==> config.mk <==
export PLATFORM = sky130hd
export DESIGN_NAME = uart_rx_fifo
export DESIGN_NICKNAME = d
export VERILOG_FILES = /design/src/rtl/uart_pkg.sv /design/src/rtl/uart_fifo_mem.sv /design/src/rtl/uart_rx_fifo.sv
export SDC_FILE = /design/constraint.sdc
export NUM_CORES = 1
export LEC_CHECK = 0
export ABC_AREA = 1
export CAP_MARGIN = 30
export CORE_MARGIN = 2
export CORE_UTILIZATION = 36
export DETAILED_ROUTE_END_ITERATION = 6
export PLACE_DENSITY = 0.61
export SLEW_MARGIN = 30
export SYNTH_ARGS = -nofsm -noshare
export SYNTH_HDL_FRONTEND = slang
export SYNTH_HIERARCHICAL = 1
export SYNTH_SLANG_ARGS = --single-unit
==> constraint.sdc <==
create_clock -name clk -period 4.4 [get_ports clk]
set_clock_uncertainty 0.2 [all_clocks]
set_input_delay 0.88 -clock clk [delete_from_list [all_inputs] [get_ports clk]]
set_output_delay 0.88 -clock clk [all_outputs]
set_load 0.02 [all_outputs]
==> src/rtl/uart_pkg.sv <==
// ---------------------------------------------------------------------------
// uart_pkg
// Shared constants for the uart receive path:
//   - rdr bit-field positions (data byte, parity error, framing error)
//   - default FIFO depth and character-timeout length in bit-times
//   - ENTRY_W, the stored width of one FIFO entry
// Optional feature macro: UART_RX_FIFO_ERR_FLAG_EN
//   defined   -> entries carry {fe, pe, data} (10 bits)
//   undefined -> entries carry data only (8 bits)
// ---------------------------------------------------------------------------
package uart_pkg;

  localparam int DATA_LSB = 0;
  localparam int PE_BIT   = 8;
  localparam int FE_BIT   = 9;

  localparam int DEPTH_DEFAULT        = 16;
  localparam int TIMEOUT_BITS_DEFAULT = 40;

`ifdef UART_RX_FIFO_ERR_FLAG_EN
  localparam int ENTRY_W = 10;
`else
  localparam int ENTRY_W = 8;
`endif

endpackage

==> src/rtl/uart_fifo_mem.sv <==
// ---------------------------------------------------------------------------
// uart_fifo_mem
// DEPTH x W register array: one synchronous write port, one asynchronous
// read port, so the FIFO head is visible without a read cycle.
// Ports:
//   clk    in   system clock
//   we     in   write enable
//   waddr  in   write address
//   wdata  in   write data
//   raddr  in   read address
//   rdata  out  data at raddr (combinational)
// ---------------------------------------------------------------------------
module uart_fifo_mem
  import uart_pkg::*;
#(
  parameter int DEPTH = DEPTH_DEFAULT,
  parameter int AW    = 4,
  parameter int W     = ENTRY_W
) (
  input  logic          clk,
  input  logic          we,
  input  logic [AW-1:0] waddr,
  input  logic [W-1:0]  wdata,
  input  logic [AW-1:0] raddr,
  output logic [W-1:0]  rdata
);

  logic [W-1:0] r_mem [DEPTH];

  // Storage carries no reset: the pointers alone decide which entries are live.
  always_ff @(posedge clk) begin
    if (we) begin
      r_mem[waddr] <= wdata;
    end
  end

  assign rdata = r_mem[raddr];

endmodule

==> src/rtl/uart_rx_fifo.sv <==
// ---------------------------------------------------------------------------
// uart_rx_fifo
// Receive-side character buffer between the uart receiver core and the
// register file. The oldest character is presented first-word-fall-through
// on rdr; the block also raises a level-threshold interrupt, a sticky
// character-timeout interrupt and a sticky overrun flag.
// Optional feature macro: UART_RX_FIFO_ERR_FLAG_EN (store fe/pe per entry
// and show them on rdr[9:8]; otherwise rdr[9:8] read 0).
// Ports:
//   clk, rst          clock, asynchronous active-high reset
//   rx_valid/rx_data  character strobe and byte from the receiver
//   rx_fe/rx_pe       framing / parity error of that character
//   bit_tick          one pulse per bit-time
//   rx_read           rdr was read: pop
//   sr_read           status was read: clear overrun
//   flush             discard all contents
//   trig_lvl          threshold level, 0 disables thr_int
//   rdr               {22'b0, fe, pe, data}, 0 when empty
//   level/empty/full  occupancy
//   overrun           sticky dropped-character flag
//   thr_int           level >= trig_lvl (trig_lvl != 0)
//   to_int            sticky character-timeout interrupt
// ---------------------------------------------------------------------------
module uart_rx_fifo
  import uart_pkg::*;
#(
  parameter int DEPTH        = DEPTH_DEFAULT,
  parameter int AW           = 4,
  parameter int TIMEOUT_BITS = TIMEOUT_BITS_DEFAULT
) (
  input  logic        clk,
  input  logic        rst,
  input  logic        rx_valid,
  input  logic [7:0]  rx_data,
  input  logic        rx_fe,
  input  logic        rx_pe,
  input  logic        bit_tick,
  input  logic        rx_read,
  input  logic        sr_read,
  input  logic        flush,
  input  logic [AW:0] trig_lvl,
  output logic [31:0] rdr,
  output logic [AW:0] level,
  output logic        empty,
  output logic        full,
  output logic        overrun,
  output logic        thr_int,
  output logic        to_int
);

  localparam int            CW       = $clog2(TIMEOUT_BITS + 1);
  localparam logic [AW:0]   DEPTH_L  = DEPTH[AW:0];
  localparam logic [AW:0]   PTR_ONE  = 1;
  localparam logic [CW-1:0] TO_MAX   = CW'(TIMEOUT_BITS);
  localparam logic [CW-1:0] CNT_ONE  = 1;

  logic [AW:0]         r_wrPtr;
  logic [AW:0]         r_rdPtr;
  logic [CW-1:0]       r_toCnt;
  logic [CW-1:0]       w_toCntNext;
  logic [AW:0]         w_level;
  logic                w_empty;
  logic                w_full;
  logic                w_pop;
  logic                w_push;
  logic                w_drop;
  logic [ENTRY_W-1:0]  w_wrEntry;
  logic [ENTRY_W-1:0]  w_head;

  // Extra pointer MSB separates full from empty; subtraction wraps naturally.
  assign w_level = r_wrPtr - r_rdPtr;
  assign w_empty = (w_level == '0);
  assign w_full  = (w_level == DEPTH_L);

  // A pop while full frees the slot the concurrent push needs.
  assign w_pop  = rx_read && !w_empty;
  assign w_push = rx_valid && (!w_full || w_pop);
  assign w_drop = rx_valid && w_full && !w_pop && !flush;

`ifdef UART_RX_FIFO_ERR_FLAG_EN
  assign w_wrEntry = {rx_fe, rx_pe, rx_data};
`else
  assign w_wrEntry = rx_data;
  logic w_unusedErr;
  assign w_unusedErr = rx_fe ^ rx_pe;
`endif

  uart_fifo_mem #(
    .DEPTH (DEPTH),
    .AW    (AW),
    .W     (ENTRY_W)
  ) u_mem (
    .clk   (clk),
    .we    (w_push && !flush),
    .waddr (r_wrPtr[AW-1:0]),
    .wdata (w_wrEntry),
    .raddr (r_rdPtr[AW-1:0]),
    .rdata (w_head)
  );

  // Pointer update; flush overrides any push or pop in the same cycle.
  always_ff @(posedge clk or posedge rst) begin
    if (rst) begin
      r_wrPtr <= '0;
      r_rdPtr <= '0;
    end else if (flush) begin
      r_wrPtr <= '0;
      r_rdPtr <= '0;
    end else begin
      if (w_push) r_wrPtr <= r_wrPtr + PTR_ONE;
      if (w_pop)  r_rdPtr <= r_rdPtr + PTR_ONE;
    end
  end

  // Sticky overrun; a new drop beats a coincident status read.
  always_ff @(posedge clk or posedge rst) begin
    if (rst) begin
      overrun <= 1'b0;
    end else if (w_drop) begin
      overrun <= 1'b1;
    end else if (sr_read) begin
      overrun <= 1'b0;
    end
  end

  // Idle counter: restarts on any FIFO activity, saturates at the timeout.
  always_comb begin
    w_toCntNext = r_toCnt;
    if (flush || w_push || w_pop || w_empty) begin
      w_toCntNext = '0;
    end else if (bit_tick && (r_toCnt != TO_MAX)) begin
      w_toCntNext = r_toCnt + CNT_ONE;
    end
  end

  // to_int rises on the same edge the counter reaches the limit, so the
  // interrupt is visible right after the final bit_tick.
  always_ff @(posedge clk or posedge rst) begin
    if (rst) begin
      r_toCnt <= '0;
      to_int  <= 1'b0;
    end else begin
      r_toCnt <= w_toCntNext;
      if (flush || w_pop || w_empty) begin
        to_int <= 1'b0;
      end else if (w_toCntNext == TO_MAX) begin
        to_int <= 1'b1;
      end
    end
  end

  // rdr is built from the head entry and forced to zero when empty.
  always_comb begin
    rdr = '0;
    if (!w_empty) begin
      rdr[DATA_LSB +: 8] = w_head[7:0];
`ifdef UART_RX_FIFO_ERR_FLAG_EN
      rdr[FE_BIT] = w_head[9];
      rdr[PE_BIT] = w_head[8];
`endif
    end
  end

  assign level   = w_level;
  assign empty   = w_empty;
  assign full    = w_full;
  assign thr_int = (trig_lvl != '0) && (w_level >= trig_lvl);

endmodule

# Word level (Yosys, flattened, before mapping)

Memories as Yosys holds them, arrays and structs flattened.
Cells that the tools add are included.

Register bits after elaboration: 18
Latch bits: 0
Memory bits (writable): 128
ROM bits: 0
Bits of input ports: 22
Output and inout bits: 42
Word-level logic and storage cells: 51
Memories: 1

Memories:

| name        | depth | bits a word | rd ports | clocked after memory_dff | write ports | RTL line            | text |
|---|---|---|---|---|---|---|---|
| u_mem.r_mem | 16    | 8           | 1        | 0                        | 1           | uart_fifo_mem.sv:28 | `logic [W-1:0] r_mem [DEPTH];` |

Add/sub/neg operators: 4
Multipliers: 0
Divide/modulo/power cells: 0
$lt $le $gt $ge: 1
Equal/unequal tests: 3
Shift-type cells: 0
Muxes and demuxes: 13
Bitwise gates (word level): 0
Reduce and logical (&&, ||, !) cells: 24

Operators with widths:

| cell                | number |
|---|---|
| $mux 5              | 4 |
| $mux 6              | 2 |
| $add 5x1->5 const B | 2 |
| $logic_and 1x1->1   | 8 |
| $mux 8              | 1 |
| $reduce_bool 2->1   | 4 |
| $add 6x1->6 const B | 1 |
| $eq 6x6->1 const B  | 1 |
| $logic_or 1x1->1    | 6 |
| $mux 1              | 6 |
| $ne 6x6->1 const B  | 1 |
| $eq 5x5->1 const B  | 1 |
| $ge 5x5->1          | 1 |
| $logic_not 5->1     | 1 |
| $reduce_bool 5->1   | 1 |
| $sub 5x5->5         | 1 |
| $logic_not 1->1     | 4 |

# Logic depth before layout (Yosys ltp)

Gate-level depths: netlist (run 1).

Word-level depth: 13
Mapped depth: 15
Depth with buffers taken out: 15

# Cells and area by module

The synthesis (run 1) kept the hierarchy.

By module, submodules not included:

| module        | instances | cells an instance | area an instance (µm²) | seq. area each (µm²) |
|---|---|---|---|---|
| uart_fifo_mem | 1         | 543               | 5,606.6                | 3,843.7 |
| uart_rx_fifo  | 1         | 221               | 1,627.8                | 450.4 |

# Least setup slack after synthesis (run 1)

OpenSTA, ideal clock, no wires.

Path kind: register to output
Start: register r_wrPtr[0]
End: output port thr_int
Arrival: 2.359 ns
Required time: 3.320 ns
Path slack: 0.961 ns
Stages on the path, launching flop included: 12
Path buffers: 0
Cells stage by stage: dfrtp_1 inv_1 ha_1 inv_1 fa_1 xor2_1 ha_1 inv_1 o21bai_1 a21o_1 a21oi_1 a21oi_1

Word-level cells in the longest chain between the ends: 3

RTL lines:

| what                     | RTL line            | text |
|---|---|---|
| start: declaration       | uart_rx_fifo.sv:57  | `logic [AW:0] r_wrPtr;` |
| start signal: assignment | uart_rx_fifo.sv:110 | `if (w_push) r_wrPtr <= r_wrPtr + PTR_ONE;` |
| $sub 5x5->5              | uart_rx_fifo.sv:71  | `assign w_level = r_wrPtr - r_rdPtr;` |
| net level[2]             | uart_rx_fifo.sv:43  | `output logic [AW:0] level,` |
| $ge 5x5->1               | uart_rx_fifo.sv:167 | `assign thr_int = (trig_lvl != '0) && (w_level >= trig_lvl);` |
| $logic_and 1x1->1        | uart_rx_fifo.sv:167 |  |
| end: declaration         | uart_rx_fifo.sv:47  | `output logic thr_int,` |

The timed path passes the listed nets, and every way through them passes these cells.

# Worst setup path after layout (run 1)

Start: register r_wrPtr[0]
End: output port rdr[5]

Word-level cells in the longest chain between the ends: 3

RTL lines:

| what             | RTL line            | text |
|---|---|---|
| $sub 5x5->5      | uart_rx_fifo.sv:71  |  |
| $logic_not 5->1  | uart_rx_fifo.sv:72  | `assign w_empty = (w_level == '0);` |
| $mux 8           | uart_rx_fifo.sv:155 | `if (!w_empty) begin` |
| end: declaration | uart_rx_fifo.sv:42  | `output logic [31:0] rdr,` |

Every way passes these cells.

==> reports/results.md, run 1 <==
| Result | This run | Unit |
| --- | --- | --- |
| Result of the run | completed | - |
| Post-detail-place hpwl | 9.48 | mm |
| Post-synthesis sequential area ratio | 59.4 | % |
| Number of warning messages in the yosys log | 6 | - |
| I/O pins | 64 | - |
| Fill cell total of the finished layout | 1914 | - |
| Average via count per standard cell | 4.51 | - |
| Cells along the critical path | inv_1, ha_1, inv_1, fa_1, or2_1, nor2_1, nand2_2, nor2_4, buf_12, nor2_1, clkdlybuf4s50_1 | - |
| GR Util met3 | 3.64 | % |
| Maximum clock path buffer count | 2 | - |
| Power per standard cell area | 541 | nW/um2 |
| Highest-utilization routing layer at the global route stage | met2 | - |
| Arrival time reported for the critical path endpoint | 3.06 | ns |
| Max Clk Rate | 241 | MHz |
| Sequential share of power | 34.3 | % |
| Final Instance Area | 8380 | um2 |
| Via count of the first global-routing pass | 4698 | - |
| Path type of the worst setup path | reg2out | - |
| Post-synthesis cell type count | 35 | - |
| Number of DRC markers in iteration 0 | 334 | - |
| Wirelength per Cell | 13.8 | um |
| Max H-tree Level | 4 | - |
| Data required time at the worst endpoint | 3.32 | ns |
| Final min period | 4.14 | ns |
| Part of the cycle the worst path needs | 94.1 | % |
| Pin count of the biggest net entering global routing | 68 | - |
| CTS Root Buffer Type | sky130_fd_sc_hd__clkbuf_16 | - |
| Remaining antenna violation count | 0 | - |
| Hold Crit Class | reg2reg | - |
| Unrepaired setup endpoints after global routing | false | - |
| Number of enable flip-flop cells after synthesis | 128 | - |
| Clock tree from TritonCTS | yes | - |
| Setup crit end kind | primary output | - |
| Post-synthesis instance area | 7230 | um2 |
| Slowest cell delay on critical path | 0.53 | ns |
| MaxCap Viol Count | 0 | - |
| M1 GR Usage | 18.7 | % |
| Part of the total power dissipated in combinational logic | 36.2 | % |
| TNS Setup | 0 | ns |
| Register bit count reported by yosys | 146 | - |
| Wire length reported by the detailed router | 15.0 | mm |
| Prevailing post-synth register cell | sky130_fd_sc_hd__edfxtp_1 | - |
| Initial standard-cell utilization of the core | 36.9 | % |
| Clock-pin slew of the registers on the worst-case setup and hold paths | 0.07 | ns |
| Vertical die dimension | 146 | um |
| Detailed-route DRC error count | 0 | - |
| Maximum vdd drop | 0.418 | mV |
| TritonRoute pass-1 iters | 4 | - |
| Number of hold-slack violations in the final timing report | 0 | - |
| Placed Instance Area | 7790 | um2 |
| Clock network fraction of design power | 29.5 | % |
| Final weighted congestion in routability-driven placement | 0.778 | - |
| Gate count after technology mapping | 764 | - |
| Final slew viol count | 0 | - |
| Startpoint types | register | - |
| Total routing resource utilization after global routing | 14.5 | % |
| Number of antenna diodes | 0 | - |
| Die Span X | 146 | um |
| Port Buffers | 37 | - |
| Cell internal pwr | 0.00290 | W |
| Routed vias | 4916 | - |
| Per-instance average area after synthesis | 9.47 | um2 |
| Switching part of the total | 36.1 | % |
| Number of standard cells in the layout, taps in and fillers out | 1090 | - |
| Area growth from synthesis to layout | 15.8 | % |
| Number of placed instances with taps included | 1055 | - |
| Floorplan die area | 21200 | um2 |
| Clock sink total | 146 | - |
| Grt total ovfl | 0 | - |
| Skew-Pair Late Insertion Delay | 0.41 | ns |
| Actual slew at the worst max-slew pin | 0.922 | ns |
| Ys async rst share | 12.3 | % |
| Inserted Clock Buffers | 17 | - |
| Core area | 19600 | um2 |
| Final setup violation count | 0 | - |
| Top fanout value on the critical path | 8 | - |
| Met2 track demand over resource | 24.2 | % |
| Slowest cell on crit path | sky130_fd_sc_hd__clkdlybuf4s50_1 | - |
| Row cnt | 51 | - |
| Wire length of the first global-routing pass | 24.0 | mm |
| Slew headroom | 38.3 | % |
| Total net switching power | 0.00163 | W |
| Static leakage power | 3.68 | nW |
| Nets | 848 | - |
| Number of antenna violations at the first check in global routing | 0 | - |
| Fraction of final layout cells sized beyond drive strength 1 | 7.64 | % |
| Hold-fix buffers, CTS | 0 | - |
-- registers in the layout, indices dropped and copies added (netlist names) --
name / count
r_rdPtr: 5
r_wrPtr: 5
overrun: 1
to_int: 1
r_toCnt: 6
u_mem/r_mem: 128
-- synth_stat cells (2+ instances only) --
master | number | area, um2
sky130_fd_sc_hd__a21oi_1 | 10 | 50.1
sky130_fd_sc_hd__buf_2 | 13 | 65.1
sky130_fd_sc_hd__buf_4 | 28 | 210
sky130_fd_sc_hd__buf_6 | 6 | 67.6
sky130_fd_sc_hd__dfrtp_1 | 18 | 450
sky130_fd_sc_hd__edfxtp_1 | 128 | 3840
sky130_fd_sc_hd__ha_1 | 13 | 163
sky130_fd_sc_hd__inv_1 | 146 | 548
sky130_fd_sc_hd__inv_2 | 2 | 7.51
sky130_fd_sc_hd__nand2_1 | 204 | 766
sky130_fd_sc_hd__nand2_2 | 4 | 25.0
sky130_fd_sc_hd__nand3_1 | 105 | 526
sky130_fd_sc_hd__nand3b_1 | 2 | 15.0
sky130_fd_sc_hd__nand4_1 | 9 | 56.3
sky130_fd_sc_hd__nor2_1 | 43 | 161
sky130_fd_sc_hd__nor2_4 | 3 | 33.8
sky130_fd_sc_hd__o21ai_0 | 7 | 35.0
sky130_fd_sc_hd__xnor2_1 | 4 | 35.0
sky130_fd_sc_hd__xor2_1 | 3 | 26.3
-- stage by stage --
stage               hold slack [ns]  utilization (%)  total power [W]  setup slack, ns
floorplan                     0.343                -          0.00270            0.961
global placement              0.320             39.8          0.00315            0.443
detailed placement            0.321             39.8          0.00316            0.423
CTS                           0.337             42.7          0.00458            0.149
global route                  0.346             42.8          0.00480           0.0485
finish                        0.328             42.8          0.00453            0.258
-- power groups by stage --
stage,logic [W],clock network (W),registers (W)
5_1_grt,0.00181,0.00143,0.00156
2_1_floorplan,0.00112,0,0.00158
6_report,0.00164,0.00134,0.00155
3_3_place_gp,0.00157,0,0.00158
4_1_cts,0.00166,0.00137,0.00155
3_5_place_dp,0.00158,0,0.00158
-- layout make-up --
type	instances	area [um2]	area share [%]
clock inverters	14	123	1.46
multi-input cells	443	2110	25.1
repair buffers	55	533	6.36
well taps	265	332	3.96
inverters	149	559	6.68
flip-flops and latches	146	4300	51.3
clock buffers	18	429	5.12
-- layout by cell type (no fill, tap or decap), types with 2 or more instances in the layout --
master / count
sky130_fd_sc_hd__a21oi_1: 10
sky130_fd_sc_hd__buf_12: 2
sky130_fd_sc_hd__buf_4: 16
sky130_fd_sc_hd__clkbuf_16: 17
sky130_fd_sc_hd__clkdlybuf4s50_1: 36
sky130_fd_sc_hd__clkinv_4: 3
sky130_fd_sc_hd__clkinvlp_4: 3
sky130_fd_sc_hd__conb_1: 24
sky130_fd_sc_hd__dfrtp_1: 17
sky130_fd_sc_hd__edfxtp_1: 128
sky130_fd_sc_hd__ha_1: 13
sky130_fd_sc_hd__inv_1: 146
sky130_fd_sc_hd__inv_2: 2
sky130_fd_sc_hd__inv_6: 4
sky130_fd_sc_hd__inv_8: 3
sky130_fd_sc_hd__nand2_1: 204
sky130_fd_sc_hd__nand2_2: 4
sky130_fd_sc_hd__nand3_1: 105
sky130_fd_sc_hd__nand3b_1: 2
sky130_fd_sc_hd__nand4_1: 9
sky130_fd_sc_hd__nor2_1: 43
sky130_fd_sc_hd__nor2_4: 3
sky130_fd_sc_hd__o21ai_0: 7
sky130_fd_sc_hd__xnor2_1: 4
sky130_fd_sc_hd__xor2_1: 3
-- kinds of logic after synthesis --
group           synth area share [%]
compound gates                  1.78
xor+xnor                       0.847
fa+ha+maj                       2.53
buf+inv                         12.7
flops                           59.4
other cells                   0.0518
simple gates                    22.7
-- metal layers --
| layer | vias up | share of wire (%) |
|---|---|---|
| met4 | 0 | 0.57 |
| met2 | 129 | 48 |
| li1 | 2480 | - |
| met1 | 2301 | 46 |
| met3 | 6 | 5.9 |
| met5 | - | 0 |
-- repair_timing --
item                       in CTS  in global routing
resized for setup               0                  1
pin swaps                       1                  0
setup endpoints to repair       2                  1
setup buffers                   3                  0
-- final timing paths --
check                      startpoint                 to  slack [ns]  cells past startpoint
min in group asynchronous         rst             to_int        0.67                      2
max reg2reg                r_wrPtr[0]  u_mem/r_mem[5][5]        0.76                     13
min                            to_int             to_int        0.33                      2
min reg2reg                    to_int             to_int        0.33                      2
max                        r_wrPtr[0]             rdr[5]        0.26                     11
max in group asynchronous         rst         r_rdPtr[0]        2.83                      2
-- critical path: cells and delay by family (launching register included) --
| family | cells | cell delay (ns) |
|---|---|---|
| buffers and inverters | 4 | 0.85 |
| and+or+nand+nor | 5 | 0.71 |
| DFF | 1 | 0.43 |
| adders and majority gates | 2 | 0.65 |
No activity file was read; power rests on OpenSTA's default activity.
==> run 2: changes to the inputs <==
- CORE_UTILIZATION: 36 -> 41
- PLACE_DENSITY: 0.61 -> 0.67
==> reports/results.md, run 2 (synthesis results as in run 1) <==
| Result | This run | Unit | Change |
| --- | --- | --- | --- |
| Result of the run | completed | - |  |
| Setup slack of the worst register-to-register path | 0.80 | ns | +0.04 ns |
| Leading cell types in the layout, fill and taps excluded | 204 x sky130_fd_sc_hd__nand2_1, 146 x sky130_fd_sc_hd__inv_1, 128 x sky130_fd_sc_hd__edfxtp_1 | - |  |
| Wirelength per Cell | 13.8 | um | +0.44% |
| Grt total ovfl | 0 | - | unchanged |
| Maximum vdd drop | 0.475 | mV | +14% |
| Top fanout value on the critical path | 9 | - | +1 |
| Number of DRC markers in iteration 0 | 339 | - | +1.5% |
| Inserted Clock Buffers | 17 | - | unchanged |
| Number of antenna diodes | 0 | - | unchanged |
| Core area | 17300 | um2 | -12% |
| Routed vias | 4893 | - | -0.47% |
| Max H-tree Level | 4 | - | unchanged |
| Registers with the highest flip-flop counts | u_mem/r_mem: 128 flops, r_toCnt: 6 flops | - |  |
| Critical Path Source | r_wrPtr[0] | - |  |
| Average via count per standard cell | 4.67 | - | +3.6% |
| Area growth from synthesis to layout | 14.5 | % |  |
| Worst reg2reg endpoint | u_mem/r_mem[6][4] | - |  |
| Arrival time reported for the critical path endpoint | 3.08 | ns | +0.02 ns |
| Post-Route Hold Slack | 0.329 | ns | +0.000767 ns |
| Fraction of final layout cells sized beyond drive strength 1 | 7.42 | % | -0.22 points |
| Data required time at the worst endpoint | 3.32 | ns | about the same |
| Number of cells on the worst hold path | 2 | - | unchanged |
| Post-detail-place hpwl | 8.85 | mm | -6.7% |
| Detailed-route DRC error count | 0 | - | unchanged |
| Wire length reported by the detailed router | 14.5 | mm | -3.5% |
| Reg-to-reg critical path startpoint | r_wrPtr[0] | - |  |
| Clock tree from TritonCTS | yes | - |  |
| Power per standard cell area | 530 | nW/um2 | -2.0% |
| Die Span X | 137 | um | -6.1% |
| Number of standard cells in the layout, taps in and fillers out | 1047 | - | -3.9% |
| Hold Crit Class | reg2reg | - |  |
| TritonRoute pass-1 iters | 5 | - | +1 |
| Max reg flops | 128 | - | unchanged |
| Clock sink total | 146 | - | unchanged |
| Port Buffers | 37 | - | unchanged |
| Multi-input combinational cell area | 2110 | um2 | unchanged |
| TNS Setup | 0 | ns | unchanged |
| Pin count of the biggest net entering global routing | 69 | - | +1.5% |
| Remaining antenna violation count | 0 | - | unchanged |
| Fill cell total of the finished layout | 1587 | - | -17% |
| Cells along the critical path | inv_1, ha_1, inv_1, fa_1, or2_1, nor2_1, nand2_2, nor2_4, buf_4, nor2_1, clkdlybuf4s50_1 | - |  |
| Setup crit end kind | primary output | - |  |
| Floorplan die area | 18700 | um2 | -12% |
| Clock-pin slew of the registers on the worst-case setup and hold paths | 0.05 | ns | -0.02 ns |
| Wire length of the first global-routing pass | 22.9 | mm | -4.3% |
| Final weighted congestion in routability-driven placement | 0.767 | - | -1.4% |
| Slew headroom | 40.7 | % | +2.4 points |
| Total routing resource utilization after global routing | 16.6 | % | +2.1 points |
| Max Clk Rate | 240 | MHz | -0.54% |
| Worst-case setup slack after placement | 0.458 | ns | +0.0347 ns |
| Number of placed instances with taps included | 1015 | - | -3.8% |
| MaxCap Viol Count | 0 | - | unchanged |
| Terminating pin of the worst hold path | to_int | - |  |
| Unrepaired setup endpoints after global routing | false | - |  |
| Nets | 847 | - | -0.12% |
| Part of the cycle the worst path needs | 94.6 | % | +0.51 points |
| Path type of the worst setup path | reg2out | - |  |
| I/O pins | 64 | - | unchanged |
| Via count of the first global-routing pass | 4544 | - | -3.3% |
| Skew-Pair Late Insertion Delay | 0.42 | ns | about the same |
| Number of antenna violations at the first check in global routing | 0 | - | unchanged |
| Row cnt | 48 | - | -5.9% |
| Worst Hold Launch | to_int | - |  |
| Final setup violation count | 0 | - | unchanged |
| Register ranked first by flip-flop count | u_mem/r_mem | - |  |
| Number of cells traversed by the worst register-to-register path | 13 | - | unchanged |
| Slowest cell on crit path | sky130_fd_sc_hd__clkdlybuf4s50_1 | - |  |
| Worst Path Buf+Inv | 4 | - | unchanged |
| Actual slew at the worst max-slew pin | 0.886 | ns | -0.0356 ns |
| Most common cell after layout, fill and taps aside | sky130_fd_sc_hd__nand2_1 | - |  |
| Top cell family by delay on the critical path | buffers and inverters | - |  |
| Startpoint types | register | - |  |
| Initial standard-cell utilization of the core | 41.8 | % | +4.9 points |
| CTS Root Buffer Type | sky130_fd_sc_hd__clkbuf_16 | - |  |
| Maximum clock path buffer count | 2 | - | unchanged |
| Static leakage power | 3.69 | nW | +0.27% |
| Storage element area | 4300 | um2 | about the same |
| Number of hold-slack violations in the final timing report | 0 | - | unchanged |
| Vertical die dimension | 137 | um | -6.1% |
| Slowest cell delay on critical path | 0.54 | ns | about the same |
| Final min period | 4.16 | ns | +0.0225 ns |
| Final slew viol count | 0 | - | unchanged |
| Setup ws final | 0.236 | ns | -0.0225 ns |
==> run 2: cell types whose count changed in the layout (fill, tap and decap cells not counted), sizes merged <==
cell           before  now
inv               155  150
clkdlybuf4s50      36   32
buf                18   17
clkinv              5    6
dlymetal6s2s        1    5
clkinvlp            3    5
==> run 2: final cells by class <==
class,count,area share [%]
multi-input cells,443,25.4
well taps,225,3.40
repair buffers,54,6.31
clock buffers,18,5.18
flip-flops and latches,146,51.9
clock inverters,12,1.06
inverters,149,6.75
==> run 2: through the flow <==
stage               util [%]  cell area (um2)  total power (W)
finish                  47.9             8280          0.00439
global route            47.9             8280          0.00465
CTS                     47.8             8270          0.00443
detailed placement      44.7             7740          0.00314
global placement        44.7             7740          0.00313
floorplan                  -             7320          0.00270
==> run 2: worst register-to-register path, delay by kind of cell (launching register included) <==
kind,cells,cell delay (ns)
buffers and inverters,2,0.15
adder cells (fa/ha/maj),2,0.54
AND/OR/NAND/NOR,9,1.89
flip-flops,1,0.44
==> run 2: layer usage <==
layer  wire (um)  track usage (%)  vias to the layer above
li1            -                -                     2478
met4         215             5.56                        0
met5           0                0                        -
met1        6180             20.7                     2239
met2        7090             27.8                      159
met3         992             4.74                       17
==> run 2: worst max-delay path by stage <==
stage	end	slack, ns	cells past startpoint
floorplan	thr_int	0.96	11
global placement	empty	0.50	9
detailed placement	empty	0.46	9
CTS	rdr[4]	0.17	11
global route	rdr[7]	0.03	11
finish	rdr[1]	0.24	11
==> run 2: timing repair <==
item	in CTS	in global routing
pin swaps	1	0
hold buffers	0	0
endpoints found under the setup margin	1	9
resized for setup	0	6
setup buffers	2	0
==> run 2: power breakdown <==
part	switching [W]	internal, W	leakage, nW	total [W]
Clock	0.000536	0.000713	0.240	0.00125
Combinational	0.00101	0.000578	2.05	0.00159
Sequential	0.0000137	0.00154	1.40	0.00155
Total	0.00156	0.00283	3.69	0.00439
